===== config.mk =====
export PLATFORM = sky130hd
export DESIGN_NAME = instr_packer
export DESIGN_NICKNAME = d
export VERILOG_FILES = /design/src/rtl/instr_packer.sv
export SDC_FILE = /design/constraint.sdc
export NUM_CORES = 1
export LEC_CHECK = 0
export BUFFER_PORTS_ARGS = -buffer_cell sky130_fd_sc_hd__buf_4
export CAP_MARGIN = 40
export CORE_ASPECT_RATIO = 0.75
export CORE_MARGIN = 3
export CORE_UTILIZATION = 50
export CTS_CLUSTER_DIAMETER = 80
export CTS_CLUSTER_SIZE = 16
export DETAILED_ROUTE_END_ITERATION = 12
export PLACE_DENSITY = 0.7
export SYNTH_ARGS = -nofsm -noshare
export SYNTH_HDL_FRONTEND = slang
export SYNTH_SLANG_ARGS = --single-unit

===== constraint.sdc =====
create_clock -name clk -period 3.65 [get_ports clk]
set_input_delay 1.095 -clock clk [delete_from_list [all_inputs] [get_ports clk]]
set_output_delay 1.095 -clock clk [all_outputs]
set_load 0.005 [all_outputs]

===== src/rtl/instr_packer.sv =====
// RV32I instruction packer: encodes field bundles into 32-bit words and streams
// them with sequential imem word addresses through a two-stage valid/ready pipe.
module instr_packer #(
  parameter int unsigned ADDR_W    = 10,
  parameter int unsigned BASE_ADDR = 0
) (
  input  logic              clk,
  input  logic              rst_n,
  input  logic              flush,
  input  logic              in_valid,
  output logic              in_ready,
  input  logic [2:0]        in_fmt,
  input  logic [6:0]        in_opcode,
  input  logic [4:0]        in_rd,
  input  logic [4:0]        in_rs1,
  input  logic [4:0]        in_rs2,
  input  logic [2:0]        in_funct3,
  input  logic [6:0]        in_funct7,
  input  logic [31:0]       in_imm,
  output logic              out_valid,
  input  logic              out_ready,
  output logic [31:0]       out_instr,
  output logic [ADDR_W-1:0] out_addr,
  output logic              out_err,
  output logic [7:0]        err_cnt,
  output logic              wrapped
);

  localparam int unsigned INSTR_W = 32;
  localparam logic [2:0] FMT_R = 3'd0;
  localparam logic [2:0] FMT_I = 3'd1;
  localparam logic [2:0] FMT_S = 3'd2;
  localparam logic [2:0] FMT_B = 3'd3;
  localparam logic [2:0] FMT_U = 3'd4;
  localparam logic [2:0] FMT_J = 3'd5;
  localparam logic [ADDR_W-1:0] BASE     = ADDR_W'(BASE_ADDR);
  localparam logic [ADDR_W-1:0] ADDR_MAX = '1;

  logic               s1_valid;
  logic [2:0]         s1_fmt;
  logic [6:0]         s1_opcode;
  logic [4:0]         s1_rd;
  logic [4:0]         s1_rs1;
  logic [4:0]         s1_rs2;
  logic [2:0]         s1_funct3;
  logic [6:0]         s1_funct7;
  logic [31:0]        s1_imm;
  logic               s1_err;
  logic               s1_ready;
  logic               s2_ready;
  logic               s1_load;
  logic               s2_load;
  logic               imm_err_c;
  logic [INSTR_W-1:0] pack_c;
  logic [ADDR_W-1:0]  addr_cnt;

  // Handshake: reset and flush both block new input.
  assign s2_ready = !out_valid | out_ready;
  assign s1_ready = !s1_valid | s2_ready;
  assign in_ready = s1_ready & !flush & rst_n;
  assign s1_load  = in_valid & in_ready;
  assign s2_load  = s1_valid & s2_ready & !flush;

  // Immediate range check per format; illegal formats always error.
  always_comb begin
    imm_err_c = 1'b0;
    case (in_fmt)
      FMT_R:        imm_err_c = 1'b0;
      FMT_I, FMT_S: imm_err_c = !((&in_imm[31:11]) | !(|in_imm[31:11]));
      FMT_B:        imm_err_c = in_imm[0] | !((&in_imm[31:12]) | !(|in_imm[31:12]));
      FMT_U:        imm_err_c = |in_imm[11:0];
      FMT_J:        imm_err_c = in_imm[0] | !((&in_imm[31:20]) | !(|in_imm[31:20]));
      default:      imm_err_c = 1'b1;
    endcase
  end

  always_ff @(posedge clk or negedge rst_n) begin
    if (!rst_n) begin
      s1_valid  <= 1'b0;
      s1_fmt    <= '0;
      s1_opcode <= '0;
      s1_rd     <= '0;
      s1_rs1    <= '0;
      s1_rs2    <= '0;
      s1_funct3 <= '0;
      s1_funct7 <= '0;
      s1_imm    <= '0;
      s1_err    <= 1'b0;
    end else if (flush) begin
      s1_valid <= 1'b0;
    end else begin
      if (s1_ready) s1_valid <= in_valid;
      if (s1_load) begin
        s1_fmt    <= in_fmt;
        s1_opcode <= in_opcode;
        s1_rd     <= in_rd;
        s1_rs1    <= in_rs1;
        s1_rs2    <= in_rs2;
        s1_funct3 <= in_funct3;
        s1_funct7 <= in_funct7;
        s1_imm    <= in_imm;
        s1_err    <= imm_err_c;
      end
    end
  end

  // Field packing; out-of-range immediates are simply truncated.
  always_comb begin
    pack_c = INSTR_W'(0);
    case (s1_fmt)
      FMT_R: pack_c = {s1_funct7, s1_rs2, s1_rs1, s1_funct3, s1_rd, s1_opcode};
      FMT_I: pack_c = {s1_imm[11:0], s1_rs1, s1_funct3, s1_rd, s1_opcode};
      FMT_S: pack_c = {s1_imm[11:5], s1_rs2, s1_rs1, s1_funct3, s1_imm[4:0], s1_opcode};
      FMT_B: pack_c = {s1_imm[12], s1_imm[10:5], s1_rs2, s1_rs1, s1_funct3,
                       s1_imm[4:1], s1_imm[11], s1_opcode};
      FMT_U: pack_c = {s1_imm[31:12], s1_rd, s1_opcode};
      FMT_J: pack_c = {s1_imm[20], s1_imm[10:1], s1_imm[11], s1_imm[19:12], s1_rd, s1_opcode};
      default: pack_c = INSTR_W'(0);
    endcase
  end

  // Output stage, address counter and error/wrap bookkeeping.
  always_ff @(posedge clk or negedge rst_n) begin
    if (!rst_n) begin
      out_valid <= 1'b0;
      out_instr <= '0;
      out_addr  <= BASE;
      out_err   <= 1'b0;
      addr_cnt  <= BASE;
      wrapped   <= 1'b0;
      err_cnt   <= '0;
    end else if (flush) begin
      out_valid <= 1'b0;
      addr_cnt  <= BASE;
      wrapped   <= 1'b0;
      err_cnt   <= '0;
    end else begin
      if (s2_ready) out_valid <= s1_valid;
      if (s2_load) begin
        out_instr <= pack_c;
        out_err   <= s1_err;
        out_addr  <= addr_cnt;
        addr_cnt  <= addr_cnt + ADDR_W'(1);
        if (addr_cnt == ADDR_MAX) wrapped <= 1'b1;
      end
      if (out_valid && out_ready && out_err && (err_cnt != 8'hFF)) err_cnt <= err_cnt + 8'd1;
    end
  end

endmodule


# Word-level counts from Yosys, hierarchy flattened
# Index checks and enable logic that the tools add are counted.
dict set report totals {
  ff_bits 132
  in_bits 72
  out_inout_bits 54
  word_cells 87
}
dict set report classes {
  n_addsub 2
  eq_ne 12
  mux 13
  n_bitwise 13
  n_reduce_logical 30
}
# cell count
set op_table {}
lappend op_table {{one-hot mux 32 bit (6 select lines)} 1}
lappend op_table {{OR reduction 12 bit} 2}
lappend op_table {{AND reduction 21 bit} 1}
lappend op_table {{OR reduction 21 bit} 1}
lappend op_table {{2-to-1 mux 10 bit} 2}
lappend op_table {{AND reduction 20 bit} 1}
lappend op_table {{OR reduction 20 bit} 1}
lappend op_table {{2-to-1 mux 8 bit} 2}
lappend op_table {{== test 3 x 2 -> 1 bit, second input constant} 4}
lappend op_table {{== test 3 bit, second input constant} 4}
lappend op_table {{AND reduction 12 bit} 1}
lappend op_table {{adder 10 x 1 -> 10 bit, second input constant} 1}
lappend op_table {{== test 10 bit, second input constant} 1}
lappend op_table {{nonzero test 2 bit} 5}
lappend op_table {{logical NOT 1 bit} 9}
lappend op_table {{adder 8 x 1 -> 8 bit, second input constant} 1}
lappend op_table {{inequality test 8 bit, second input constant} 1}
lappend op_table {{2-to-1 mux 1 bit} 7}
lappend op_table {{bitwise OR 1 bit} 7}
lappend op_table {{== test 3 x 1 -> 1 bit, second input constant} 2}
lappend op_table {{logical NOT 3 bit} 2}
lappend op_table {{AND reduction 2 bit} 3}
lappend op_table {{AND 1 bit} 5}
lappend op_table {{one-hot mux 1 bit (5 select lines)} 1}
lappend op_table {{3 further kinds} 5}

# Longest topological paths before layout
# Gate-level depths: netlist of the first run.
dict set report depth {
  word_depth 7
  depth_mapped 8
  depth_no_buf 6
}

# Least setup slack after synthesis of the first run
# Ideal clock, no wire load.
dict set report synth_timing {
  path_type {input port to output port}
  from {input port out_ready}
  to {output port in_ready}
  t_arrival_ns 1.519
  required_ns 2.555
  path_slack_ns 1.036
  cell_stages 2
  n_path_buf 0
  path_cell_list {and3b_1 nor3b_1}
}
dict set report synth_between {
  elab_chain_cells 4
}
# item line
set synth_lines {}
lappend synth_lines {{start: declaration} 21} ;# input logic out_ready,
lappend synth_lines {{bitwise OR 1 bit} 58} ;# assign s2_ready = !out_valid | out_ready;
lappend synth_lines {{bitwise OR 1 bit} 59} ;# assign s1_ready = !s1_valid | s2_ready;
lappend synth_lines {{AND 1 bit (2 in a row)} 60} ;# assign in_ready = s1_ready & !flush & rst_n;
lappend synth_lines {{end: declaration} 11} ;# output logic in_ready,
# No other way between the ends.

# Final worst setup path of the first run
# Ends and elaborated chain as after synthesis.

==> impl_metrics.py, run 1 <==
metrics = {
    "floorplanning": {
        "ioPinCount": 126,
        "core-area_um2": 11000,
        "design.die.area_um2": 12700,
        "start_util_pct": 51.7,
        "die_y_um": 98.5,
        "placementRows": 33,
        "die_width_um": 129,
    },
    "synthesis": {
        "synthCells": 493,
        "ys_ff_latch": 132,
        "synth_async_sr_flop_share_pct": 100,
        "synth_seq_area_share_pct": 58.0,
        "syn_avg_cell_area_um2": 11.6,
        "synth_warnings": 0,
        "synth_top_area_share_pct": 58.0,
        "yosys-top-cells-area": "dfrtp_1 58%, mux2_2 12%, nor2_1 3.8%",
        "synth_top_area_cell": "dfrtp_1",
        "synth_area_um2": 5700,
        "synth-edff-count": 0,
        "synth.distinct_cells": 40,
        "synthFlopType": "dfrtp_1",
        "synth_fp_nets": 567,
    },
    "drt": {
        "drc": 0,
        "drt-total-wl_um": 14200,
        "ant_nets": 0,
        "dr.pass1.iters": 5,
        "dr_total_vias": 4389,
        "post_drt_wl_per_cell_um": 18.4,
        "drt-vias-per-instance": 5.68,
        "drtIter0Drc": 285,
    },
    "cts": {
        "cts_tree": "built",
        "cts_hold_buf": 0,
        "clock_latency_ns": 0.42,
        "clock_sinks": 132,
        "cts_setup_buffers": 0,
        "cts-resized-gates": 0,
        "clockBufferDepth": 2,
        "h-tree-depth": 4,
        "clk_pin_slew_ns": 0.06,
        "clockRootBuffer": "clkbuf_16",
        "cts_made_buffers": 17,
    },
    "sta": {
        "rsz0062_at_grt": "false",
        "setup_violations": 0,
        "final-hold-violation-count": 0,
        "slew_headroom_pct": 49.2,
        "max_freq_mhz": 354,
        "skew_ns": 0.0110,
        "timing.final.crit_share_pct": 77.4,
        "slew_viol_final": 0,
        "worst_slew_pin_slew_ns": 0.762,
        "fin_crit_ns": 2.83,
        "setup_tns_ns": 0,
    },
    "critical_path": {
        "cpPeakStageDelay_ns": 0.22,
        "slowest_stage": "and3b_1",
        "cp-end-kind": "output pin",
        "crit_chain": "buf_4, and3b_1, nor3b_1, buf_4",
        "cp_data_required_time_ns": 2.55,
        "arrival_ns": 1.73,
        "cp_common_cell": "buf_4",
        "path_max_fanout": 3,
        "start_kind": "input pin",
        "crit_type": "input pin to output pin",
    },
    "placed_design": {
        "place_hpwl_um": 10000,
        "dpl_cell_area_um2": 6800,
        "gp_congestion": 0.783,
        "io_buffers": 125,
    },
    "global_routing": {
        "use_met1_pct": 34.6,
        "grt_first_pass_wirelength_um": 23200,
        "antenna_found_initial": 0,
        "grt_util_met3_pct": 5.69,
        "grt.busiest_layer": "met2",
        "gr-total-overflow": 0,
        "met2_usage_pct": 34.9,
        "globalRouteTotalUtil_pct": 23.6,
        "grt_pass1_vias": 4475,
        "grt_max_degree": 52,
    },
    "pwr": {
        "leakage_uw": 0.00335,
        "power.total_uw": 4450,
        "ir_drop_mv": 0.374,
        "powerDensity_nw_per_um2": 598,
    },
    "worst_hold_path": {
        "hp-class": "input pin to async pin",
    },
    "finish": {
        "drive_above_1_share_pct": 37.1,
        "final_cell_mix": "133 x buf_4, 132 x dfrtp_1, 63 x mux2_2",
        "final_area_um2": 7430,
        "syn2layout_area_growth_pct": 30.5,
        "n_antenna_cell": 0,
        "final_common_cell": "buf_4",
        "fin_nets": 694,
    },
    "flow_run": {
        "maxCapViolCount": 0,
    },
    "status": {
        "status": "finished clean",
    },
}
-- layer usage --
layer	routed length, um	share of wire (%)	up-vias
met5	0	0	-
met4	116	0.82	0
met3	988	7.0	13
met2	6520	46	142
met1	6570	46	2200
li1	-	-	2034
-- cells in the mapped netlist (9+ instances only) --
cell type / number
a221oi_1: 14
buf_2: 9
nor2_1: 58
mux2_2: 63
o21ai_0: 16
a22o_1: 11
dfrtp_1: 132
a22oi_1: 16
clkbuf_1: 18
nand3_1: 11
nand2_1: 51
inv_1: 9
xnor2_1: 9
-- area by class of cell --
type / instances / area [um2]
Fill cell: 854 / 3590
Sequential cell: 132 / 3300
Multi-Input combinational cell: 324 / 2250
Timing Repair Buffer: 135 / 1040
Clock buffer: 19 / 453
Clock inverter: 13 / 181
Tap cell: 140 / 175
Inverter: 10 / 37.5
-- sequential cells by signal, indices dropped and copies added (netlist names) --
name and flops:
s1_opcode 7, out_valid 1, s1_err 1, s1_fmt 3, s1_rs2 5, s1_funct7 7
s1_imm 32, err_cnt 8, addr_cnt 10, s1_funct3 3, wrapped 1, out_addr 10
out_err 1, s1_valid 1, s1_rd 5, s1_rs1 5, out_instr 32
-- critical path, delay by kind of cell --
family	cells	cell delay (ns)
buffers and inverters	2	0.23
AND/OR/NAND/NOR	2	0.41
-- kinds of logic after synthesis --
group	after synthesis	synth area share (%)
AOI/OAI and AO/OA	85	11.1
xor gates and xnor gates	16	2.46
adders and majority gates	2	0.439
buffers and inverters	37	2.63
DFF	132	58.0
muxes	67	13.2
and+or+nand+nor	154	12.2
-- metrics by stage --
step	setup WS (ns)	instances	hold WS (ns)	utilization (%)
final	0.824	773	0.473	67.4
after global routing	0.764	773	0.456	67.4
after CTS	0.815	773	0.459	67.4
after detailed placement	0.818	741	0.465	61.7
after global placement	0.818	740	0.461	61.4
after floorplan	1.04	493	0.439	-
-- power breakdown --
group	internal (uW)	switching [uW]
sequential	1720	198
combinational	413	308
clock	1180	632
-- worst paths after layout --
| path | from | endpoint | slack (ns) | cells past startpoint |
|---|---|---|---|---|
| setup / recovery | out_ready | in_ready | 0.82 | 4 |
| hold / removal | rst_n | out_valid | 0.47 | 1 |
| setup reg to reg | s1_fmt[2] | out_instr[28] | 1.32 | 5 |
| hold reg to reg | out_addr[9] | out_addr[9] | 0.47 | 2 |
| max in group asynchronous | rst_n | s1_rs2[4] | 2.31 | 3 |
| min in group clk | out_addr[9] | out_addr[9] | 0.47 | 2 |
No activity file was read; power rests on OpenSTA's default activity.
==> run 2: changes to the inputs <==
==> constraint.sdc (replaced) <==
create_clock -name clk -period 2.9 [get_ports clk]
set_input_delay 0.87 -clock clk [delete_from_list [all_inputs] [get_ports clk]]
set_output_delay 0.87 -clock clk [all_outputs]
set_load 0.005 [all_outputs]
==> run 2 against run 1 <==
Effect of this change:
- design area is 0.74% higher
- utilization is 0.50 points higher
- largest cell class unchanged
- clock-buffer cell count is 3 higher
- clock power is 21% higher
- die area stayed put
==> impl_metrics.py, run 2 (synthesis gave the netlist of run 1 again) <==
metrics = {
    "sta": {
        "max_freq_mhz": 410,
        "fin_ws_ns": 0.460,
        "skew_ns": 0.0128,
        "rsz0062_at_grt": "false",
        "worst_slew_pin_slew_ns": 0.840,
        "timing.final.crit_share_pct": 84.1,
        "setup_violations": 0,
        "slew_viol_final": 0,
        "fin_crit_ns": 2.44,
        "slew_headroom_pct": 43.8,
        "final-hold-violation-count": 0,
        "setup_tns_ns": 0,
    },
    "worst_hold_path": {
        "hp-start": "out_addr[7]",
        "hp-class": "flop to flop",
        "hold-path-endpoint": "out_addr[7]",
        "min_delay_path_depth": 2,
    },
    "floorplanning": {
        "design.die.area_um2": 12700,
        "start_util_pct": 51.7,
        "ioPinCount": 126,
        "placementRows": 33,
        "core-area_um2": 11000,
        "die_width_um": 129,
        "die_y_um": 98.5,
    },
    "global_routing": {
        "antenna_found_initial": 0,
        "grt_max_degree": 133,
        "grt_pass1_vias": 4443,
        "gr-total-overflow": 0,
        "grt_first_pass_wirelength_um": 22900,
        "globalRouteTotalUtil_pct": 23.0,
    },
    "critical_path": {
        "slowest_stage": "nor3b_1",
        "cpPeakStageDelay_ns": 0.23,
        "r2r_start": "s1_fmt[2]",
        "path_max_fanout": 3,
        "path_delay_family": "simple AND/OR/NAND/NOR gates",
        "cp_data_required_time_ns": 2.03,
        "crit_type": "input pin to output pin",
        "reg2reg_to": "out_instr[28]",
        "crit_chain": "buf_4, and3b_1, nor3b_1, buf_4",
        "r2r_slack_ns": 0.84,
        "cp_common_cell": "buf_4",
        "cp-end-kind": "output pin",
        "start_kind": "input pin",
        "arrival_ns": 1.57,
        "worst-path-buf-inv": 2,
        "r2r_cells": 5,
    },
    "status": {
        "status": "finished clean",
    },
    "pwr": {
        "switching_share_pct": 25.3,
        "combPwrFrac_pct": 17.1,
        "leakage_uw": 0.00338,
        "p_int_uw": 4130,
        "clkPwrFrac_pct": 39.6,
        "ir_drop_mv": 0.456,
        "switchingPower_uw": 1400,
        "powerDensity_nw_per_um2": 739,
        "power_frac_seq_pct": 43.3,
    },
    "drt": {
        "ant_nets": 0,
        "drc": 0,
        "drt-vias-per-instance": 5.76,
        "dr.pass1.iters": 5,
        "drt-total-wl_um": 13900,
        "drtIter0Drc": 247,
        "post_drt_wl_per_cell_um": 17.9,
        "dr_total_vias": 4472,
    },
    "cts": {
        "cts_setup_buffers": 0,
        "clockBufferDepth": 2,
        "h-tree-depth": 4,
        "clk_pin_slew_ns": 0.05,
        "cts_tree": "built",
        "clockRootBuffer": "clkbuf_16",
        "cts_made_buffers": 17,
        "cts-resized-gates": 0,
        "cts_hold_buf": 0,
        "clock_latency_ns": 0.41,
        "clock_sinks": 132,
    },
    "finish": {
        "reg_top3": "out_instr x32, s1_imm x32",
        "drive_above_1_share_pct": 37.3,
        "final_cell_mix": "132 x dfrtp_1, 131 x buf_4, 63 x mux2_2",
        "fin_nets": 697,
        "final_common_cell": "dfrtp_1",
        "fillerInstances": 824,
        "syn2layout_area_growth_pct": 31.4,
        "n_antenna_cell": 0,
    },
    "placed_design": {
        "io_buffers": 125,
        "gp_congestion": 0.856,
        "place_ws_ns": 0.389,
        "place_hpwl_um": 9830,
    },
    "flow_run": {
        "maxCapViolCount": 0,
    },
}
==> run 2: cell types whose count changed in the layout (fill, tap and decap cells not counted) <==
cell | previous run | this run
clkbuf_8 | 2 | 4
clkinv_4 | 3 | 0
clkinvlp_4 | 2 | 1
clkbuf_1 | 0 | 1
bufinv_16 | 4 | 3
buf_12 | 0 | 6
buf_16 | 1 | 0
clkinv_2 | 4 | 6
buf_4 | 133 | 131
==> run 2: through the flow <==
step                      hold slack, ns  std cells  util [%]  total power [uW]  area [um2]
after floorplan                    0.439        493         -              2840        5700
after global placement             0.461        744      62.4              3330        6880
after detailed placement           0.464        744      62.4              3370        6880
after CTS                          0.478        776      67.9              5560        7490
after global routing               0.503        776      67.9              5800        7490
final                              0.471        776      67.9              5530        7490
==> run 2: worst min-delay path: stages (launching register included) <==
cell and delay, ns:
dfrtp_1 0.34, nand2_1 0.05, nand2_1 0.05
==> run 2: final cells by class <==
cell class | count | area [um2] | area share, %
clock inverter | 10 | 128 | 1.70
multi-input combinational | 324 | 2250 | 30.0
tap | 140 | 175 | 2.34
clock buffer | 22 | 484 | 6.47
inverter | 10 | 37.5 | 0.501
timing repair buffer | 138 | 1110 | 14.9
sequential | 132 | 3300 | 44.1
==> run 2: worst max path at each step <==
stage | to | startpoint | cells after the start
after global routing | in_ready | out_ready | 4
after CTS | in_ready | out_ready | 4
after global placement | s1_err | in_imm[1] | 6
after floorplan | s1_err | in_imm[1] | 5
final | in_ready | out_ready | 4
after detailed placement | s1_err | in_imm[1] | 6
==> run 2: routing by layer <==
metal	vias to the layer above	GRT usage, %	routed length [um]
met5	-	0	0
met1	2236	33.3	6360
met3	22	6.77	1010
li1	2036	-	-
met2	178	33.4	6270
met4	0	7.51	261
==> run 2: power by group through the flow <==
| stage | sequential [uW] | clock (uW) | combinational (uW) |
|---|---|---|---|
| after detailed placement | 2420 | 0 | 947 |
| after global placement | 2400 | 0 | 928 |
| final | 2400 | 2190 | 945 |
| after CTS | 2390 | 2220 | 953 |
| after global routing | 2440 | 2310 | 1050 |
| after floorplan | 2350 | 0 | 482 |
